**src/rtl/mul8_seq_ctrl.sv**
```systemverilog
// rtl/mul8_seq_ctrl.sv - 8x8 multiplier controller sharing one 4x4 sub-multiplier port
// Walks LL/LH/HL/HH nibble pairs and shift-accumulates the returned sub-products.
module mul8_seq_ctrl #(
    parameter bit SKIP_ZERO = 1'b0
) (
    input  logic        i_clk,
    input  logic        i_rst_n,
    input  logic        i_in_valid,
    output logic        o_in_ready,
    input  logic [7:0]  i_a,
    input  logic [7:0]  i_b,
    output logic [3:0]  o_sub_a,
    output logic [3:0]  o_sub_b,
    output logic [1:0]  o_sub_sel,
    input  logic [7:0]  i_sub_prod,
    output logic        o_out_valid,
    input  logic        i_out_ready,
    output logic [15:0] o_prod,
    output logic        o_busy
);

    typedef enum logic [1:0] {
        ST_IDLE = 2'd0,
        ST_CALC = 2'd1,
        ST_DONE = 2'd2
    } state_t;

    state_t      r_state;
    state_t      w_state_nxt;
    logic [7:0]  r_a;
    logic [7:0]  r_b;
    logic [15:0] r_acc;
    logic [15:0] r_prod;
    logic [1:0]  r_step;
    logic [2:0]  w_first;
    logic [2:0]  w_next;
    logic [15:0] w_term;
    logic [15:0] w_sum;
    logic        w_calc;

    function automatic logic [3:0] f_nib(input logic [7:0] v, input logic hi);
        return hi ? v[7:4] : v[3:0];
    endfunction

    // Returns {found, step}: the lowest step >= start whose nibble pair must be issued.
    function automatic logic [2:0] f_next_step(input logic [7:0] a, input logic [7:0] b,
                                               input logic [2:0] start);
        logic [2:0] res;
        logic       live;
        res = 3'b000;
        for (int k = 3; k >= 0; k--) begin
            live = !SKIP_ZERO || ((f_nib(a, k[1]) != 4'h0) && (f_nib(b, k[0]) != 4'h0));
            if ((3'(k) >= start) && live) begin
                res = {1'b1, 2'(k)};
            end
        end
        return res;
    endfunction

    assign w_first = f_next_step(i_a, i_b, 3'd0);
    assign w_next  = f_next_step(r_a, r_b, {1'b0, r_step} + 3'd1);
    assign w_calc  = (r_state == ST_CALC);

    always_comb begin
        w_term = 16'h0000;
        case (r_step)
            2'd0:    w_term = {8'h00, i_sub_prod};
            2'd1,
            2'd2:    w_term = {4'h0, i_sub_prod, 4'h0};
            default: w_term = {i_sub_prod, 8'h00};
        endcase
    end

    // Sum wraps modulo 2^16; approximate units may overshoot the exact product.
    assign w_sum = r_acc + w_term;

    always_ff @(posedge i_clk or negedge i_rst_n) begin
        if (!i_rst_n) begin
            r_state <= ST_IDLE;
        end else begin
            r_state <= w_state_nxt;
        end
    end

    always_comb begin
        w_state_nxt = r_state;
        o_in_ready  = 1'b0;
        o_out_valid = 1'b0;
        o_busy      = 1'b0;
        case (r_state)
            ST_IDLE: begin
                o_in_ready = 1'b1;
                if (i_in_valid) begin
                    w_state_nxt = w_first[2] ? ST_CALC : ST_DONE;
                end
            end
            ST_CALC: begin
                o_busy = 1'b1;
                if (!w_next[2]) begin
                    w_state_nxt = ST_DONE;
                end
            end
            ST_DONE: begin
                o_busy      = 1'b1;
                o_out_valid = 1'b1;
                if (i_out_ready) begin
                    w_state_nxt = ST_IDLE;
                end
            end
            default: w_state_nxt = ST_IDLE;
        endcase
    end

    always_ff @(posedge i_clk or negedge i_rst_n) begin
        if (!i_rst_n) begin
            r_a    <= 8'h00;
            r_b    <= 8'h00;
            r_acc  <= 16'h0000;
            r_prod <= 16'h0000;
            r_step <= 2'd0;
        end else begin
            case (r_state)
                ST_IDLE: begin
                    if (i_in_valid) begin
                        r_a    <= i_a;
                        r_b    <= i_b;
                        r_acc  <= 16'h0000;
                        r_step <= w_first[1:0];
                        if (!w_first[2]) begin
                            r_prod <= 16'h0000;
                        end
                    end
                end
                ST_CALC: begin
                    r_acc <= w_sum;
                    if (w_next[2]) begin
                        r_step <= w_next[1:0];
                    end else begin
                        r_prod <= w_sum;
                        r_step <= 2'd0;
                    end
                end
                default: begin
                end
            endcase
        end
    end

    // Nibble outputs decode purely from registers, so they only move on clock edges.
    assign o_sub_a   = w_calc ? f_nib(r_a, r_step[1]) : 4'h0;
    assign o_sub_b   = w_calc ? f_nib(r_b, r_step[0]) : 4'h0;
    assign o_sub_sel = w_calc ? r_step : 2'd0;
    assign o_prod    = r_prod;

endmodule

```
**config.mk**
```make
export PLATFORM = sky130hd
export DESIGN_NAME = mul8_seq_ctrl
export DESIGN_NICKNAME = d
export VERILOG_FILES = /design/src/rtl/mul8_seq_ctrl.sv
export SDC_FILE = /design/constraint.sdc
export NUM_CORES = 1
export LEC_CHECK = 0
export ABC_AREA = 1
export ABC_CLOCK_PERIOD_IN_PS = 2700
export CAP_MARGIN = 20
export CORE_ASPECT_RATIO = 0.9
export CORE_MARGIN = 2
export CORE_UTILIZATION = 40
export DETAILED_ROUTE_END_ITERATION = 8
export MAX_ROUTING_LAYER = met4
export SETUP_SLACK_MARGIN = 0.05
export SLEW_MARGIN = 20
export SYNTH_ARGS = -nofsm -noshare
export SYNTH_HDL_FRONTEND = slang
export SYNTH_SLANG_ARGS = --single-unit
```
**constraint.sdc**
```tcl
create_clock -name i_clk -period 2.7 [get_ports i_clk]
set_clock_uncertainty 0.15 [all_clocks]
set_input_delay 0.81 -clock i_clk [delete_from_list [all_inputs] [get_ports i_clk]]
set_output_delay 0.81 -clock i_clk [all_outputs]
set_load 0.01 [all_outputs]
```
* Yosys cells after proc, flatten, opt, wreduce, memory -nomap -nowiden
Cells that the tools add are included.
Storage, ports and cells: output and inout port bits 29, register bits after elaboration 52, input port bits 28
Operators by class: multiplexer cells 22, magnitude comparators 4, eq/ne operators 7, reductions and logical operators 9, bitwise logic cells 1, add/sub/neg operators 2
Operator list (number):
- one-hot mux 16 bit (2 select lines) | 2
- adder 16 bit | 1
- 2-to-1 mux 16 bit | 1
- 2-to-1 mux 4 bit | 4
- 2-to-1 mux 2 bit | 6
- 2-to-1 mux 3 bit | 4
- >= comparator 1 x 3 -> 1 bit (first input constant) | 2
- >= comparator 2 x 3 -> 1 bit (first input constant) | 2
- != test 2 bit (second input constant) | 3
- one-hot mux 2 bit (3 select lines) | 1
- AND reduction 2 bit | 3
- == test 2 x 1 -> 1 bit (second input constant) | 2
- == test 2 bit (second input constant) | 2
- logical NOT 2 bit | 2
- one-hot mux 2 bit (2 select lines) | 1
- OR reduction 2 bit | 2
- adder 2 x 1 -> 3 bit (second input constant) | 1
- 2-to-1 mux 1 bit | 3
- AND reduction 3 bit | 1
- nonzero test 2 bit | 1
- NOT 1 bit | 1

* Depth between registers and ports, before layout
Gate-level depths: netlist of run 1.
word-level depth 8, depth in mapped cells 15, mapped depth without buffers 15

* Worst setup path before layout of run 1
Ideal clock, no wire load.
path kind reg-to-reg, start point register r_step[1], end point register r_prod[6], in the netlist o_prod[6], clock period less this slack 2.481 ns, arrival 2.213 ns, buffers on the path 0, path slack 0.219 ns, cell stages (with the launch flop) 14, setup time 0.117 ns, cell sequence dfrtp_1 > ha_1 > inv_1 > nand2_1 > nor2_1 > ha_1 > fa_1 > nand2_1 > nand2_1 > nand3b_1 > nand2_1 > or2_1 > nand3_1 > nand2_1
Between the ends: longest elaborated chain between the ends 8, elaborated cells between the ends (all ways) 17, those cells by class 2 x add/sub; 4 x order compare; 2 x eq/ne; 5 x mux; 1 x bitwise; 3 x reduce/logical
Ends and longest elaborated chain:
- start, declared | RTL line 34 | logic [1:0] r_step;
- start signal, assigned | RTL line 128 | r_step <= w_first[1:0];
- start signal, assigned | RTL line 137 | r_step <= w_next[1:0];
- adder 2 x 1 -> 3 bit | RTL line 61 | assign w_next = f_next_step(r_a, r_b, {1'b0, r_step} + 3'd1);
- >= comparator 2 x 3 -> 1 bit | RTL line 53 | if ((3'(k) >= start) && live) begin
- 2-to-1 mux 3 bit (4 in series) | RTL line 53
- NOT 1 bit (no source line)
- AND reduction 2 bit (no source line)
- end signal, assigned | RTL line 139 | r_prod <= w_sum;
- end, declared | RTL line 33 | logic [15:0] r_prod;
Several ways; a longest one is shown, not always the timed one. A chain may end at the register's enable or synchronous reset.

* Worst setup path after layout of run 1
start point input port i_sub_prod[0], end point register r_acc[8]
Between the ends: longest elaborated chain between the ends 3
Ends and longest elaborated chain:
- start, declared | RTL line 15 | input logic [7:0] i_sub_prod,
- one-hot mux 16 bit (2 select lines) | RTL line 66 | case (r_step)
- adder 16 bit | RTL line 75 | assign w_sum = r_acc + w_term;
- one-hot mux 16 bit (2 select lines) | RTL line 122 | case (r_state)
- end signal, assigned | RTL line 135 | r_acc <= w_sum;
- end, declared | RTL line 32 | logic [15:0] r_acc;
Every way passes these cells.

==> results of run 1 <==
worst min-delay path, cell delays in order (launching register included):
cell and delay (ps):
dfrtp_1 360, nand2_1 50, nand2_1 50
layout make-up:
class,count,area share [%]
Multi-Input combinational cell,304,40.2
Sequential cell,52,29.5
Timing Repair Buffer,101,19.9
Inverter,60,5.11
Tap cell,96,2.72
Clock buffer,6,1.65
Clock inverter,2,0.880
worst max-delay path by stage:
stage                                 end  depth (start not counted)
detailed placement  o_prod[6]$_DFFE_PN0P_                         12
CTS                            o_in_ready                          3
global route        r_acc[13]$_DFFE_PN0P_                         12
floorplan           o_prod[6]$_DFFE_PN0P_                         13
global placement    o_prod[7]$_DFFE_PN0P_                         11
finish               r_acc[8]$_DFFE_PN0P_                         13
layout by cell type, fill, tap and decap left out, types with 2 or more instances in the layout:
master,synthesis,final
clkbuf_8,0,5
o22ai_1,8,6
clkdlybuf4s50_1,0,43
inv_1,60,53
a21oi_2,0,4
mux2_2,16,16
a21oi_1,7,3
ha_2,0,2
or2_1,4,4
nand2_1,145,138
nand2_2,3,9
ha_1,21,16
dlymetal6s2s_1,0,2
buf_2,1,2
dfrtp_1,52,52
xor2_1,4,3
nand3_1,27,27
nor3_2,0,2
nor2_1,33,31
inv_2,0,7
buf_4,3,45
dlygate4sd2_1,0,8
nand3b_1,4,4
o21ai_0,20,20
ha_4,0,3
logic make-up (layout without fill, tap and decap cells):
group,Yosys count,in the layout
adders and majority gates,22,22
muxes,16,16
and+or+nand+nor,222,222
AOI/OAI and AO/OA,39,39
DFF,52,52
xor gates and xnor gates,5,5
buffers and inverters,67,169
through the flow:
stage	total power [mW]	cells	cell area, µm²
after CTS	4.47	612	4230
final	4.62	621	4410
after global routing	5.03	621	4410
after global placement	3.84	599	4080
after detailed placement	3.86	599	4080
after floorplan	2.79	423	3210
flip-flops by register name, summed over array words and instances, names as in the netlist:
| name | flops |
|---|---|
| r_a | 8 |
| o_prod | 16 |
| r_step | 2 |
| r_acc | 16 |
| r_b | 8 |
| r_state | 2 |
timing repair:
item | CTS | global route
hold buffers | 0 | 0
hold endpoints to repair | 0 | 0
pin swaps | 0 | 9
setup buffers | 5 | 9
resized for setup | 15 | 38
setup endpoints to repair | 10 | 27
per-layer routing:
layer | GRT usage (%) | wire [µm]
met5 | - | 0
met4 | 4.36 | 116
met3 | 3.67 | 288
met2 | 33.3 | 3840
met1 | 27.2 | 3990
power by group:
group	total, mW	leakage [nW]	switching (mW)	internal (mW)
clock network	0.554	0.0558	0.273	0.281
logic	2.75	1.71	1.41	1.35
registers	1.32	0.616	0.200	1.12
==> impl_metrics.tcl, run 1 <==
set metrics [dict create \
    routed_wl_um 8240 \
    min_period_ps 2570 \
    cts_sinks 52 \
    cpMostUsedCell "nand2_1" \
    cts_tree "built" \
    syn_area_per_cell_um2 7.58 \
    die-area_mm2 0.00875 \
    cpMaxStageDelayCell "clkdlybuf4s50_1" \
    hold_class "flip-flop to flip-flop" \
    worstReg2RegStart "r_step[0]$_DFFE_PN0P_" \
    place_congestion 0.898 \
    grt_start_max_net_pins 53 \
    synth_largest_area_cell "dfrtp_1" \
    place_ws_ps -274 \
    viasPerCell 4.69 \
    status "finished clean" \
    grt_pass1_vias 2919 \
    syn2layout_area_growth_pct 37.4 \
    clk_pin_slew_ps 100 \
    antenna_found_initial 0 \
    root_buffer "clkbuf_8" \
    critPathRequiredTime_ps 2750 \
    peakVddDrop_uv 534 \
    drive_gt1_share_pct 20.6 \
    grtUsageTotal_pct 20.5 \
    synth_cells 423 \
    via_count 2915 \
    synthArstFlopShare_pct 100 \
    worstPathArrival_ps 2630 \
    drtIter0Drc 106 \
    grt_pass1_wl_um 13900 \
    crit_path_end_kind "flip-flop" \
    cts_buffers 5 \
    fmax_mhz 389 \
    h-tree-depth 2 \
    nFillCells 739 \
    final_util_pct 57.6 \
    rows 30 \
    ios 57 \
    cts_buffer_depth 2 \
    critical_path.top_delay_family "simple AND/OR/NAND/NOR gates" \
    synth_fa_ha_area_share_pct 8.81 \
    wl_per_cell_um 13.3 \
    finalMaxSlewViolations 0 \
    port_buffers 56 \
    worstSkewPairLatency_ps 310 \
    finalCritPeriodShare_pct 95.3 \
    rsz0062_at_grt "true" \
    slew_headroom_pct 55.0 \
    setup_viol 0 \
    drc 0 \
    drtPass1Iterations 4 \
    synth_mux_area_share_pct 5.62 \
    ff_latch_area_mm2 0.00130 \
    reg2reg_slack_ps 240 \
    startpoint "i_sub_prod[0]" \
    hpwl_um 6070 \
    dieWidth_um 98.4 \
    synth_top_area_share_pct 40.6 \
    synth_area_mm2 0.00321 \
    p_per_area_mw_per_mm2 1050 \
    syn_nets 473 \
    die_height_um 89.0 \
    yosysMostFrequentCell "nand2_1" \
    r2r_cells 14 \
    hold_start "o_prod[10]$_DFFE_PN0P_" \
    cp_max_fo 3 \
    ys.flop_type "dfrtp_1" \
    synth-seq-area-share_pct 40.6 \
    core_area_mm2 0.00766 \
    ys_top_cells_by_count "nand2_1, inv_1, dfrtp_1" \
    hold_viol_final 0 \
    final_nets 574 \
    start_util_pct 41.9 \
    ant_nets 0 \
    yosysUniqueCellTypes 27 \
    setup_slack_ps 127 \
    synth-edff-count 0 \
    leakage_nw 2.38 \
    synth_xor_area_share_pct 1.37 \
    path_buf_inv 2 \
    worstHoldEndpoint "o_prod[10]$_DFFE_PN0P_" \
    antennaDiodeCount 0 \
    yosys.area_share.simple_pct 28.5 \
    grt-ovfl-total 0 \
    path_cells "clkdlybuf4s50_1 > inv_2 > nor2_1 > ha_2 > fa_2 > nand2_1 > nand2_1 > and2_4 > nand2_2 > nand2_2 > xor2_2 > nand2_1 > nand2_1" \
    ys_top_cells_by_area "dfrtp_1, nand2_1, ha_1" \
    tightest_slew_ps 675 \
    timing.rr.end "o_prod[13]$_DFFE_PN0P_" \
    crit_path_max_incr_delay_ps 410 \
    start_kind "primary input" \
    drv_cap 0 \
    yosys_warnings 0 \
    critPathKind "primary input to flip-flop" \
    synth_compound_area_share_pct 6.86 \
    tns_ps 0 \
    hold_depth 2 \
    multi_input_area_mm2 0.00177 \
    synth_top_family_by_area "simple AND/OR/NAND/NOR gates" \
    synth-seq-cells 52 \
    holdWs_ps 337 \
]
Power figures use the tool's default switching activity.
==> inputs of run 2 (changes only) <==
- SKIP_LAST_GASP: unset -> 1
- TNS_END_PERCENT: unset -> 50
==> run 2 against run 1 <==
  * The run now ends with negative setup slack left
  * Die area unchanged
  * First-iteration DRC count is 7.5% lower
  * Sequential share of layout area shrank 0.23 points
  * Critical path depth is 7 lower
  * Maximum frequency fell by 5.6%
  * Sequential cell count is the same
  * Hold slack barely moved
==> impl_metrics.tcl, run 2 (synthesis results as in run 1) <==
set metrics [dict create \
    p_per_area_mw_per_mm2 1050 \
    hpwl_um 6070 \
    hold_start "o_prod[10]$_DFFE_PN0P_" \
    peakVddDrop_uv 566 \
    route.top_layer_used "met4" \
    worstPathArrival_ps 1770 \
    status "finished with violations" \
    wl_per_cell_um 13.3 \
    hold_depth 2 \
    grt_pass1_wl_um 13800 \
    r2r_cells 13 \
    cts_tree "built" \
    wl_met2_um 3800 \
    startpoint "r_state[1]$_DFFE_PN0P_" \
    grt-ovfl-total 0 \
    combPwrFrac_pct 60.0 \
    p_sw_mw 1.88 \
    port_buffers 56 \
    holdWs_ps 337 \
    final_util_pct 58.0 \
    grt_start_max_net_pins 53 \
    die-area_mm2 0.00875 \
    worstSkewPairLatency_ps 310 \
    final_common_cell "nand2_1" \
    fin_cells 617 \
    via_count 2899 \
    p_int_mw 2.80 \
    slew_headroom_pct 55.2 \
    cp_max_fo 9 \
    antennaDiodeCount 0 \
    rsz0062_at_grt "true" \
    crit_path_end_kind "primary output" \
    hold_viol_final 0 \
    finalMaxSlewViolations 0 \
    setup_viol 2 \
    routed_wl_um 8220 \
    cts_buffers 5 \
    dieWidth_um 98.4 \
    syn2layout_area_growth_pct 38.5 \
    ant_nets 0 \
    place_ws_ps -274 \
    clk_pin_slew_ps 100 \
    die_height_um 89.0 \
    drc 0 \
    start_kind "flip-flop" \
    hold_class "flip-flop to flip-flop" \
    root_buffer "clkbuf_8" \
    finalCritPeriodShare_pct 101 \
    swShare_pct 40.2 \
    hold_buffers 0 \
    dp.cells 599 \
    p_seq_share_pct 28.2 \
    grt_pass1_vias 2901 \
    min_period_ps 2730 \
    drtPass1Iterations 4 \
    rows 30 \
    power_mw 4.68 \
    final_nets 570 \
    leakage_nw 2.40 \
    core_area_mm2 0.00766 \
    drv_cap 0 \
    p_clk_share_pct 11.8 \
    tightest_slew_ps 673 \
    worstReg2RegStart "r_step[0]$_DFFE_PN0P_" \
    met3RoutedLength_um 295 \
    antenna_found_initial 0 \
    layout_common_cells "nand2_1, inv_1, dfrtp_1" \
    fmax_mhz 367 \
    cts_buffer_depth 2 \
    drtIter0Drc 98 \
    met1_length_um 3990 \
    violations "negative setup slack" \
    cts_sinks 52 \
    h-tree-depth 2 \
    place_congestion 0.898 \
    ios 57 \
    critPathRequiredTime_ps 1740 \
    setup_slack_ps -26.1 \
    critPathKind "flip-flop to primary output" \
    drive_gt1_share_pct 20.7 \
    viasPerCell 4.70 \
    start_util_pct 41.9 \
    grtUsageTotal_pct 20.3 \
]
-- run 2: metal layers --
metal  vias to the layer above  global-route usage, %
li1                       1530                      -
met1                      1302                   27.1
met2                        54                   32.7
met3                        13                   3.67
met4                         0                   4.36
met5                         -                      -
-- run 2: repair_timing --
action,in CTS,in global routing
resized for setup,5,43
buffers inserted,0,10
setup endpoints to repair,10,32
cloned,0,0
pin swaps,0,10
-- run 2: power groups by stage --
stage | clock, mW | combinational [mW] | sequential [mW]
floorplan | 0 | 1.45 | 1.33
global placement | 0 | 2.53 | 1.31
detailed placement | 0 | 2.54 | 1.32
CTS | 0.574 | 2.56 | 1.31
global route | 0.607 | 3.13 | 1.36
finish | 0.552 | 2.81 | 1.32
-- run 2: cell type report --
| type | count | area (µm²) |
|---|---|---|
| Fill cell | 729 | 3210 |
| Multi-Input combinational cell | 304 | 1810 |
| Sequential cell | 52 | 1300 |
| Timing Repair Buffer | 97 | 872 |
| Inverter | 60 | 225 |
| Tap cell | 96 | 120 |
| Clock buffer | 6 | 72.6 |
| Clock inverter | 2 | 38.8 |
-- run 2: final timing paths --
| path | end | slack (ps) |
|---|---|---|
| worst min register to register | o_prod[10]$_DFFE_PN0P_ | 340 |
| min in group asynchronous | o_prod[12]$_DFFE_PN0P_ | 460 |
| worst max register to register | o_prod[7]$_DFFE_PN0P_ | 250 |
| worst max-delay path | o_sub_sel[1] | -30 |
| worst min-delay path | o_prod[10]$_DFFE_PN0P_ | 340 |
| max in group asynchronous | r_acc[8]$_DFFE_PN0P_ | 1490 |
-- run 2: critical path, stage by stage (launching register included) --
cell and delay, ps:
dfrtp_1 410, inv_1 110, ha_4 190, buf_4 130, nand2_1 40, inv_1 50
clkdlybuf4s50_1 520
-- run 2: through the flow --
step | instance area [µm²] | TNS (ps)
after floorplan | 3210 | 0
after global placement | 4080 | -4870
after detailed placement | 4080 | -5100
after CTS | 4200 | -307
after global routing | 4440 | -271
final | 4440 | -34.7
==> inputs of run 3 (changes only) <==
--- a/config.mk
+++ b/config.mk
@@ -8,5 +8,5 @@
 export ABC_AREA = 1
 export ABC_CLOCK_PERIOD_IN_PS = 2700
-export CAP_MARGIN = 20
+export CAP_MARGIN = 30
 export CORE_ASPECT_RATIO = 0.9
 export CORE_MARGIN = 2
--- a/constraint.sdc
+++ b/constraint.sdc
@@ -3,3 +3,3 @@
 set_input_delay 0.81 -clock i_clk [delete_from_list [all_inputs] [get_ports i_clk]]
 set_output_delay 0.81 -clock i_clk [all_outputs]
-set_load 0.01 [all_outputs]
+set_load 0.05 [all_outputs]
==> run 3 against run 2 <==
  * The run now ends clean
  * Non-clock buffer count fell by 5
  * Total power rose by 13%
  * Sequential share of layout area is 0.082 points lower
  * Maximum frequency up 7.0%
  * Register-to-register slack got worse by 50 ps
  * Sequential cell count unchanged
  * Critical endpoint is now o_prod[8]$_DFFE_PN0P_
  * Largest cell class unchanged
==> impl_metrics.tcl, run 3 (synthesis results as in run 1) <==
set metrics [dict create \
    status "finished clean" \
    holdWs_ps 315 \
    antenna_found_initial 0 \
    r2r_cells 13 \
    rsz0062_at_grt "true" \
    layout_common_cells "nand2_1, inv_1, dfrtp_1" \
    die_height_um 89.0 \
    final_nets 565 \
    cp_max_fo 3 \
    finalMaxSlewViolations 0 \
    tightest_slew_ps 596 \
    p_per_area_mw_per_mm2 1190 \
    fmax_mhz 393 \
    start_kind "primary input" \
    ant_nets 0 \
    port_buffers 56 \
    ios 57 \
    crit_path_end_kind "flip-flop" \
    tns_ps 0 \
    place_ws_ps -298 \
    start_util_pct 41.9 \
    drive_gt1_share_pct 20.7 \
    rows 30 \
    viasPerCell 4.74 \
    cts_tree "built" \
    critPathKind "primary input to flip-flop" \
    antennaDiodeCount 0 \
    place_congestion 0.936 \
    cts_buffers 5 \
    grt_pass1_vias 2874 \
    cts_buffer_depth 2 \
    hold_buffers 0 \
    drtPass1Iterations 6 \
    drtIter0Drc 87 \
    die-area_mm2 0.00875 \
    grt-ovfl-total 0 \
    finalCritPeriodShare_pct 94.3 \
    slew_headroom_pct 60.2 \
    leakage_nw 2.37 \
    fin_cells 612 \
    critPathRequiredTime_ps 2750 \
    hold_viol_final 0 \
    core_area_mm2 0.00766 \
    setup_viol 0 \
    drv_cap 0 \
    drc 0 \
    via_count 2902 \
    min_period_ps 2550 \
    hold_class "primary input to asynchronous set/reset pin" \
    clk_pin_slew_ps 100 \
    timing.rr.end "o_prod[7]$_DFFE_PN0P_" \
    peakVddDrop_uv 670 \
    worstReg2RegStart "r_step[0]$_DFFE_PN0P_" \
    cts_sinks 52 \
    grt_start_max_net_pins 32 \
    routed_wl_um 8000 \
    dieWidth_um 98.4 \
    final_common_cell "nand2_1" \
    setup_slack_ps 153 \
    root_buffer "clkbuf_8" \
    grtUsageTotal_pct 19.9 \
    h-tree-depth 2 \
    dp.cells 601 \
    hpwl_um 6180 \
    syn2layout_area_growth_pct 38.9 \
    wl_per_cell_um 13.1 \
    grt_pass1_wl_um 13500 \
    worstSkewPairLatency_ps 300 \
    worstPathArrival_ps 2600 \
    reg2reg_slack_ps 200 \
]
## run 3: repair_timing
item | 4_1_cts | 5_1_grt
pin swaps | 0 | 13
setup endpoints to repair | 10 | 30
buffers inserted | 0 | 3
gates resized for setup | 1 | 32
## run 3: critical path, cell delays in order
cell and delay (ps):
clkdlybuf4s50_1 510, inv_1 70, o22ai_1 130, ha_1 280, buf_4 150, nand2_1 70, inv_1 60, nand2_1 60
nand2_1 60, inv_1 50, nand2_1 80, xor2_1 160, nand2_1 60, nand2_1 50
## run 3: where the power goes
part / internal, mW / leakage [nW] / total, mW / switching (mW)
clock network: 0.281 / 0.0558 / 0.557 / 0.276
logic: 1.45 / 1.70 / 3.44 / 1.99
registers: 1.12 / 0.616 / 1.31 / 0.193
total: 2.85 / 2.37 / 5.30 / 2.46
## run 3: per-layer routing
layer / track usage, % / share of wire [%] / vias up
li1: - / - / 1519
met1: 25.7 / 48 / 1316
met5: - / 0 / -
met4: 3.49 / 0.65 / 0
met2: 33.6 / 47 / 63
met3: 3.67 / 4.8 / 4
## run 3: through the flow
step                      util, %  power (mW)  cell area, µm²
after global placement       54.8        4.59            4200
after global routing         58.2        5.73            4460
final                        58.2        5.30            4460
after CTS                    56.3        5.20            4310
after floorplan                 -        3.37            3210
after detailed placement     54.8        4.61            4200
## run 3: how the worst max path moves through the flow
stage,from,endpoint,slack [ps]
finish,i_sub_prod[6],o_prod[8]$_DFFE_PN0P_,150
global route,i_sub_prod[7],o_prod[15]$_DFFE_PN0P_,0.4
CTS,i_sub_prod[4],o_prod[7]$_DFFE_PN0P_,40
detailed placement,i_sub_prod[4],o_prod[7]$_DFFE_PN0P_,-300
global placement,i_sub_prod[4],o_prod[7]$_DFFE_PN0P_,-320
floorplan,r_state[1]$_DFFE_PN0P_,o_sub_a[0],140
## run 3: layout make-up
cell class	count	area, µm²
clock buffer	6	72.6
clock inverter	2	38.8
fill	728	3200
inverter	60	225
multi-input combinational	304	1760
sequential	52	1300
tap	96	120
timing repair buffer	92	938
